[src/rtl/otter_csr_file.sv]
// otter_csr_file: machine-mode CSR file for the OTTER core.
// Holds mstatus/misa/mie/mip/mtvec/mscratch/mepc/mcause/mtval/mstatush and
// resolves interrupt priority and the trap target address.
// Optional feature macro: OTTER_CSR_COUNTERS_EN adds mcycle/minstret/mcountinhibit
// and the cycle/instret read-only shadows.
// op_sel encoding: 0 NOP, 1 WRITE, 2 INTRPT, 3 ECALL, 4 EBREAK, 5 TRAP, 6 MRET.
// mcause_sel is the synchronous exception code itself (0..7).
module otter_csr_file #(
  parameter int unsigned NUM_CUSTOM_IRQ      = 4,
  parameter bit          VECTORED_EN_DEFAULT = 1'b1
) (
  input  logic                                           clk,
  input  logic                                           rst,
  input  logic [2:0]                                     op_sel,
  input  logic [2:0]                                     mcause_sel,
  input  logic [1:0]                                     funct3_low,
  input  logic                                           w_en,
  input  logic [11:0]                                    addr,
  input  logic [31:0]                                    w_data,
  input  logic [31:0]                                    pc_addr,
  input  logic [31:0]                                    mtval_trap_addr,
  input  logic                                           irq_ext,
  input  logic                                           irq_timer,
  input  logic                                           irq_soft,
  input  logic [((NUM_CUSTOM_IRQ > 0) ? NUM_CUSTOM_IRQ : 1)-1:0] irq_custom,
  input  logic                                           instret,
  output logic                                           intrpt_vld,
  output logic [4:0]                                     intrpt_code,
  output logic [31:0]                                    trap_vector,
  output logic [31:0]                                    mepc_out,
  output logic                                           read_only,
  output logic                                           addr_vld,
  output logic [31:0]                                    r_data
);

  typedef enum logic [2:0] {
    CSR_OP_NOP    = 3'd0,
    CSR_OP_WRITE  = 3'd1,
    CSR_OP_INTRPT = 3'd2,
    CSR_OP_ECALL  = 3'd3,
    CSR_OP_EBREAK = 3'd4,
    CSR_OP_TRAP   = 3'd5,
    CSR_OP_MRET   = 3'd6
  } csr_op_e;

  localparam logic [11:0] CSR_MSTATUS  = 12'h300;
  localparam logic [11:0] CSR_MISA     = 12'h301;
  localparam logic [11:0] CSR_MIE      = 12'h304;
  localparam logic [11:0] CSR_MTVEC    = 12'h305;
  localparam logic [11:0] CSR_MSTATUSH = 12'h310;
  localparam logic [11:0] CSR_MSCRATCH = 12'h340;
  localparam logic [11:0] CSR_MEPC     = 12'h341;
  localparam logic [11:0] CSR_MCAUSE   = 12'h342;
  localparam logic [11:0] CSR_MTVAL    = 12'h343;
  localparam logic [11:0] CSR_MIP      = 12'h344;

  localparam logic [31:0] MISA_VAL    = 32'h4000_0100;
  localparam logic [31:0] MEPC_MASK   = 32'hFFFF_FFFC;
  localparam logic [31:0] MCAUSE_MASK = 32'h8000_001F;
  localparam logic [31:0] CUSTOM_MASK = ((32'h1 << NUM_CUSTOM_IRQ) - 32'h1) << 16;
  localparam logic [31:0] IRQ_MASK    = 32'h0000_0888 | CUSTOM_MASK;

  csr_op_e     w_op;
  logic        w_commit;
  logic [31:0] w_wval;
  logic [31:0] w_mtvec_wr;
  logic [31:0] w_mip_next;
  logic [31:0] w_pend;
  logic [31:0] w_exc_cause;
  logic        w_unused_irq;

  logic        r_mstatus_mie;
  logic        r_mstatus_mpie;
  logic [31:0] r_mie;
  logic [31:0] r_mip;
  logic [31:0] r_mtvec;
  logic [31:0] r_mscratch;
  logic [31:0] r_mepc;
  logic [31:0] r_mcause;
  logic [31:0] r_mtval;

`ifdef OTTER_CSR_COUNTERS_EN
  localparam logic [11:0] CSR_MCOUNTINHIBIT = 12'h320;
  localparam logic [11:0] CSR_MCYCLE        = 12'hB00;
  localparam logic [11:0] CSR_MINSTRET      = 12'hB02;
  localparam logic [11:0] CSR_MCYCLEH       = 12'hB80;
  localparam logic [11:0] CSR_MINSTRETH     = 12'hB82;
  localparam logic [11:0] CSR_CYCLE         = 12'hC00;
  localparam logic [11:0] CSR_INSTRET       = 12'hC02;
  localparam logic [11:0] CSR_CYCLEH        = 12'hC80;
  localparam logic [11:0] CSR_INSTRETH      = 12'hC82;

  logic [63:0] r_mcycle;
  logic [63:0] r_minstret;
  logic        r_cy_inh;
  logic        r_ir_inh;
`else
  logic        w_unused_instret;
  assign w_unused_instret = instret;
`endif

  assign w_op         = csr_op_e'(op_sel);
  assign w_unused_irq = ^irq_custom;
  assign w_commit     = (w_op == CSR_OP_WRITE) && w_en && addr_vld && !read_only;
  assign mepc_out     = r_mepc;
  assign w_mtvec_wr   = {w_wval[31:2],
                         (VECTORED_EN_DEFAULT && (w_wval[1:0] == 2'b01)) ? 2'b01 : 2'b00};
  assign w_exc_cause  = (w_op == CSR_OP_ECALL)  ? 32'd11 :
                        (w_op == CSR_OP_EBREAK) ? 32'd3  : {29'b0, mcause_sel};

  // Read mux and address decode
  always_comb begin
    r_data    = '0;
    addr_vld  = 1'b1;
    read_only = 1'b0;
    case (addr)
      CSR_MSTATUS:  r_data = {24'b0, r_mstatus_mpie, 3'b0, r_mstatus_mie, 3'b0};
      CSR_MISA:     begin r_data = MISA_VAL; read_only = 1'b1; end
      CSR_MSTATUSH: r_data = '0;
      CSR_MIE:      r_data = r_mie;
      CSR_MIP:      r_data = r_mip;
      CSR_MTVEC:    r_data = r_mtvec;
      CSR_MSCRATCH: r_data = r_mscratch;
      CSR_MEPC:     r_data = r_mepc;
      CSR_MCAUSE:   r_data = r_mcause;
      CSR_MTVAL:    r_data = r_mtval;
`ifdef OTTER_CSR_COUNTERS_EN
      CSR_MCOUNTINHIBIT: r_data = {29'b0, r_ir_inh, 1'b0, r_cy_inh};
      CSR_MCYCLE:        r_data = r_mcycle[31:0];
      CSR_MCYCLEH:       r_data = r_mcycle[63:32];
      CSR_MINSTRET:      r_data = r_minstret[31:0];
      CSR_MINSTRETH:     r_data = r_minstret[63:32];
      CSR_CYCLE:         begin r_data = r_mcycle[31:0];    read_only = 1'b1; end
      CSR_CYCLEH:        begin r_data = r_mcycle[63:32];   read_only = 1'b1; end
      CSR_INSTRET:       begin r_data = r_minstret[31:0];  read_only = 1'b1; end
      CSR_INSTRETH:      begin r_data = r_minstret[63:32]; read_only = 1'b1; end
`endif
      default: begin addr_vld = 1'b0; read_only = 1'b1; end
    endcase
  end

  // Read-modify-write operand for CSRRW/CSRRS/CSRRC
  always_comb begin
    case (funct3_low)
      2'b10:   w_wval = r_data | w_data;
      2'b11:   w_wval = r_data & ~w_data;
      default: w_wval = w_data;
    endcase
  end

  // Map IRQ inputs onto their mip bit positions
  always_comb begin
    w_mip_next     = '0;
    w_mip_next[3]  = irq_soft;
    w_mip_next[7]  = irq_timer;
    w_mip_next[11] = irq_ext;
    for (int unsigned i = 0; i < NUM_CUSTOM_IRQ; i++) begin
      w_mip_next[16+i] = irq_custom[i];
    end
  end

  // Priority resolve: later assignments win, so custom (high index first) < 7 < 3 < 11
  always_comb begin
    w_pend      = r_mie & r_mip;
    intrpt_code = '0;
    for (int unsigned i = NUM_CUSTOM_IRQ; i > 0; i--) begin
      if (w_pend[15+i]) intrpt_code = 5'(15 + i);
    end
    if (w_pend[7])  intrpt_code = 5'd7;
    if (w_pend[3])  intrpt_code = 5'd3;
    if (w_pend[11]) intrpt_code = 5'd11;
    intrpt_vld = r_mstatus_mie && (|w_pend);
  end

  // Trap target: vectored offset only for interrupts in MODE 1
  always_comb begin
    trap_vector = {r_mtvec[31:2], 2'b00};
    if ((w_op == CSR_OP_INTRPT) && (r_mtvec[1:0] == 2'b01)) begin
      trap_vector = {r_mtvec[31:2], 2'b00} + {25'b0, intrpt_code, 2'b00};
    end
  end

  // Architectural CSR state: software writes, trap entry and MRET
  always_ff @(posedge clk) begin
    if (!rst) begin
      r_mstatus_mie  <= 1'b0;
      r_mstatus_mpie <= 1'b0;
      r_mie          <= '0;
      r_mip          <= '0;
      r_mtvec        <= '0;
      r_mscratch     <= '0;
      r_mepc         <= '0;
      r_mcause       <= '0;
      r_mtval        <= '0;
    end else begin
      r_mip <= w_mip_next;
      case (w_op)
        CSR_OP_WRITE: begin
          if (w_commit) begin
            case (addr)
              CSR_MSTATUS: begin
                r_mstatus_mie  <= w_wval[3];
                r_mstatus_mpie <= w_wval[7];
              end
              CSR_MIE:      r_mie      <= w_wval & IRQ_MASK;
              CSR_MTVEC:    r_mtvec    <= w_mtvec_wr;
              CSR_MSCRATCH: r_mscratch <= w_wval;
              CSR_MEPC:     r_mepc     <= w_wval & MEPC_MASK;
              CSR_MCAUSE:   r_mcause   <= w_wval & MCAUSE_MASK;
              CSR_MTVAL:    r_mtval    <= w_wval;
              default: ;
            endcase
          end
        end
        CSR_OP_INTRPT: begin
          r_mepc         <= pc_addr & MEPC_MASK;
          r_mcause       <= {1'b1, 26'b0, intrpt_code};
          r_mstatus_mpie <= r_mstatus_mie;
          r_mstatus_mie  <= 1'b0;
        end
        CSR_OP_ECALL, CSR_OP_EBREAK, CSR_OP_TRAP: begin
          r_mepc         <= pc_addr & MEPC_MASK;
          r_mcause       <= w_exc_cause;
          r_mstatus_mpie <= r_mstatus_mie;
          r_mstatus_mie  <= 1'b0;
          if (w_op == CSR_OP_TRAP) r_mtval <= mtval_trap_addr;
        end
        CSR_OP_MRET: begin
          r_mstatus_mie  <= r_mstatus_mpie;
          r_mstatus_mpie <= 1'b1;
          r_mcause       <= '0;
        end
        default: ;
      endcase
    end
  end

`ifdef OTTER_CSR_COUNTERS_EN
  // Counters: a write to either half replaces this cycle's increment for the whole counter
  always_ff @(posedge clk) begin
    if (!rst) begin
      r_mcycle   <= '0;
      r_minstret <= '0;
      r_cy_inh   <= 1'b0;
      r_ir_inh   <= 1'b0;
    end else begin
      if (w_commit && (addr == CSR_MCOUNTINHIBIT)) begin
        r_cy_inh <= w_wval[0];
        r_ir_inh <= w_wval[2];
      end
      if (w_commit && (addr == CSR_MCYCLE))        r_mcycle[31:0]  <= w_wval;
      else if (w_commit && (addr == CSR_MCYCLEH))  r_mcycle[63:32] <= w_wval;
      else if (!r_cy_inh)                          r_mcycle        <= r_mcycle + 64'd1;
      if (w_commit && (addr == CSR_MINSTRET))       r_minstret[31:0]  <= w_wval;
      else if (w_commit && (addr == CSR_MINSTRETH)) r_minstret[63:32] <= w_wval;
      else if (instret && !r_ir_inh)                r_minstret        <= r_minstret + 64'd1;
    end
  end
`endif

endmodule

[config.mk]
export PLATFORM = sky130hd
export DESIGN_NAME = otter_csr_file
export DESIGN_NICKNAME = d
export VERILOG_FILES = /design/src/rtl/otter_csr_file.sv
export SDC_FILE = /design/constraint.sdc
export NUM_CORES = 1
export LEC_CHECK = 0
export ABC_AREA = 1
export CAP_MARGIN = 20
export CORE_MARGIN = 1.5
export CORE_UTILIZATION = 50
export CTS_CLUSTER_SIZE = 16
export DETAILED_ROUTE_END_ITERATION = 7
export MAX_ROUTING_LAYER = met4
export PLACE_DENSITY = 0.8
export SYNTH_ARGS = -nofsm -noshare
export SYNTH_HDL_FRONTEND = slang
export SYNTH_SLANG_ARGS = --single-unit
export TNS_END_PERCENT = 1
[constraint.sdc]
create_clock -name clk -period 3.29 [get_ports clk]
set_clock_uncertainty 0.2 [all_clocks]
set_input_delay 0.658 -clock clk [delete_from_list [all_inputs] [get_ports clk]]
set_output_delay 0.658 -clock clk [all_outputs]
set_load 0.05 [all_outputs]
==> impl_metrics.toml <==
[power_and_ir_drop]
power_density_mw_per_mm2 = 325.1
power_frac_comb_pct = 21.2
pwr-share-clk_pct = 39.3
p_sw_share_pct = 32.78
switching_power_mw = 1.602
internal_power_mw = 3.285
p_leak_nw = 7.149
p_seq_share_pct = 39.5
total_power_mw = 4.886
peakVddDrop_mv = 0.3869

[layout]
regArea_mm2 = 0.002952
final_common_cell = "nand2_1"
final_nets = 2133
finalNonFillerCells = 2273
final_area_mm2 = 0.01503
multi_input_area_mm2 = 0.006312
drive_gt1_share_pct = 20.42
diodes = 0
most-common-layout-cells = "nand2_1, nor2_1, inv_1, clkdlybuf4s50_1, dfxtp_1"
syn2layout_area_growth_pct = 55.89
fill_cells = 1332

[timing]
tightest_slew_ns = 0.6336
period_share_pct = 114.6
finalHoldViolCount = 0
setup_viol = 51
rsz0062_at_grt = "true"
min_period_ns = 3.772
finalSetupTns_ns = -11.86
max_freq_mhz = 265.1
fin_ws_ns = -0.4818
drv_slew = 0
slew-limit-headroom_pct = 57.76

[critical_path]
endpoint_kind = "primary output"
worstPathRequired_ns = 2.43
crit_path_start_kind = "flop"
worstPathArrival_ns = 2.91
path_max_fanout = 3
setup.worst_path.class = "flop to primary output"

[logic_synthesis]
synth_seq_cells = 147
synthCells = 1681
synth.top_cell.area_share_pct = 30.53
async_reset_ff_share_pct = 0
syn_area_mm2 = 0.009640
syn-mean-instance-area_um2 = 5.735
yosysUniqueCellTypes = 36
netlist_top_cells_area = "dfxtp_1, nand2_1, nor2_1"
ys.flop_type = "dfxtp_1"
ys_seq_area_share_pct = 30.53
synth_top_cell_by_area = "dfxtp_1"
synth-edff-count = 0
yosys_warnings = 0

[cts]
cts_buffers = 17
cts_buffer_depth = 2
cts_tree = "done"
htree_levels = 4
clk_pin_slew_ns = 0.07
cts_num_sinks = 147
clkLatencyLatePin_ns = 0.44
clock-root-buffer = "clkbuf_16"

[routing]
dr.first_iter.drc_count = 1490
wirelength_um = 41680
wl_per_cell_um = 18.34
drcViolationCount = 0
avgViaCountPerCell = 5.437
drtAntennaViolNets = 0
drtPass1Iterations = 7
via_count = 12360

[floorplan]
core_area_mm2 = 0.01883
initial_core_util_pct = 51.20
num_rows = 50
die_h_um = 141.9
die_w_um = 141.9
io_pins = 231
die_area_mm2 = 0.02012

[placement]
numPortBuffers = 223
dp.cells = 2218
place_congestion = 0.9888
dpl.hpwl_um = 29180
postPlaceCellArea_mm2 = 0.01373

[grt]
grt_max_degree = 64
grt_pass1_vias = 11160
antenna_found_initial = 0
grt_first_pass_wirelength_um = 60340
grt_usage_pct = 40.44
grt_overflow = 0

[outcome]
status = "complete, but fails checks"
violations = "setup timing"

[worst_hold_path]
hold_path_class = "flop to flop"

[flow_run]
maxCapViolations = 0
[worst max-delay path, cell delays in order, from the launching register on]
cell and delay (ns):
dfxtp_2 0.33, nand2_2 0.09, nand2_4 0.07, nor2_4 0.20
nand2_4 0.08, ha_4 0.17, fa_2 0.34, nand3_2 0.10
nand3_4 0.10, nand2_4 0.09, buf_4 0.11, buf_4 0.10
buf_4 0.10, buf_4 0.09, nand2_1 0.10, o22ai_2 0.21
buf_12 0.17
[cells by family (layout without fill, tap and decap cells)]
logic type	after synthesis	count (layout)	synth area share, %
simple gates	1052	1052	44.88
flops	147	147	30.53
other cells	1	4	0.03890
buf+inv	256	585	11.30
compound gates	196	196	10.30
xor+xnor	23	23	2.090
fa+ha+maj	6	6	0.8566
[cell usage after synthesis (3+ instances only)]
master    instances
buf_6             8
inv_1           166
nand2_2           4
nor3_1           15
nand2_4           4
nand2_1         531
nand3b_1          4
nor2_1          337
nor2_2            7
a21oi_1          46
o21ai_0         126
buf_1             4
ha_1              5
or2_2            19
nand4_1           8
nor2_4            3
buf_4            11
clkbuf_1         38
o21ai_1          19
inv_2             5
xor2_1           21
nand3_1         115
dfxtp_1         147
buf_2            22
[stage by stage]
stage                     util (%)  hold WS, ns  setup slack (ns)
after floorplan                  -       0.2246           -0.1243
after global placement       72.90       0.2319           -0.1792
after detailed placement     72.90       0.2416           -0.1954
after CTS                    78.12       0.2526           -0.3112
after global routing         79.81       0.2779           -0.5335
final                        79.81       0.2512           -0.4818
[power groups by stage]
stage	registers (mW)	logic, mW	clock network, mW
after CTS	1.93	1.01	1.91
after floorplan	2.08	0.467	0
after global placement	1.96	0.986	0
after global routing	1.94	1.11	1.99
after detailed placement	1.96	1.00	0
final	1.93	1.04	1.92
[path summary, 6_finish.rpt]
kind | startpoint | end | slack [ns] | depth (start not counted)
max | r_mip[11] | trap_vector[6] | -0.48 | 16
min | r_mscratch[0] | r_mscratch[0] | 0.25 | 2
min reg2reg | r_mscratch[0] | r_mscratch[0] | 0.25 | 2
max reg2reg | r_mie[3] | r_mie[3] | 1.31 | 11
[per-layer routing]
metal / track usage, % / part of all wire [%] / vias to the layer above
met3: 7.459 / 11 / 141
met4: 16.28 / 4.1 / 0
met2: 60.74 / 45 / 778
met5: - / 0 / -
li1: - / - / 5835
met1: 53.71 / 41 / 5605
[state kept, by name, summed over array words and instances, names as in the netlist, 6 cells and up]
name and flops:
mepc_out 30, r_mscratch 32, r_mip 7, r_mie 7, r_mtvec 31, r_mcause 6, r_mtval 32
[what timing repair did]
action | CTS | global route
cloned | 0 | 0
setup endpoints to repair | 62 | 64
pin swaps | 24 | 27
resized for setup | 77 | 80
hold buffers | 0 | 0
setup buffers | 20 | 6
[cell type report]
class | instances | area share [%]
Multi-Input combinational cell | 1281 | 42.00
Timing Repair Buffer | 380 | 28.05
Sequential cell | 147 | 19.64
Inverter | 173 | 4.346
Clock buffer | 18 | 2.922
Tap cell | 260 | 2.165
Clock inverter | 14 | 0.8742
Note: power is estimated with default switching activity, not from simulation.
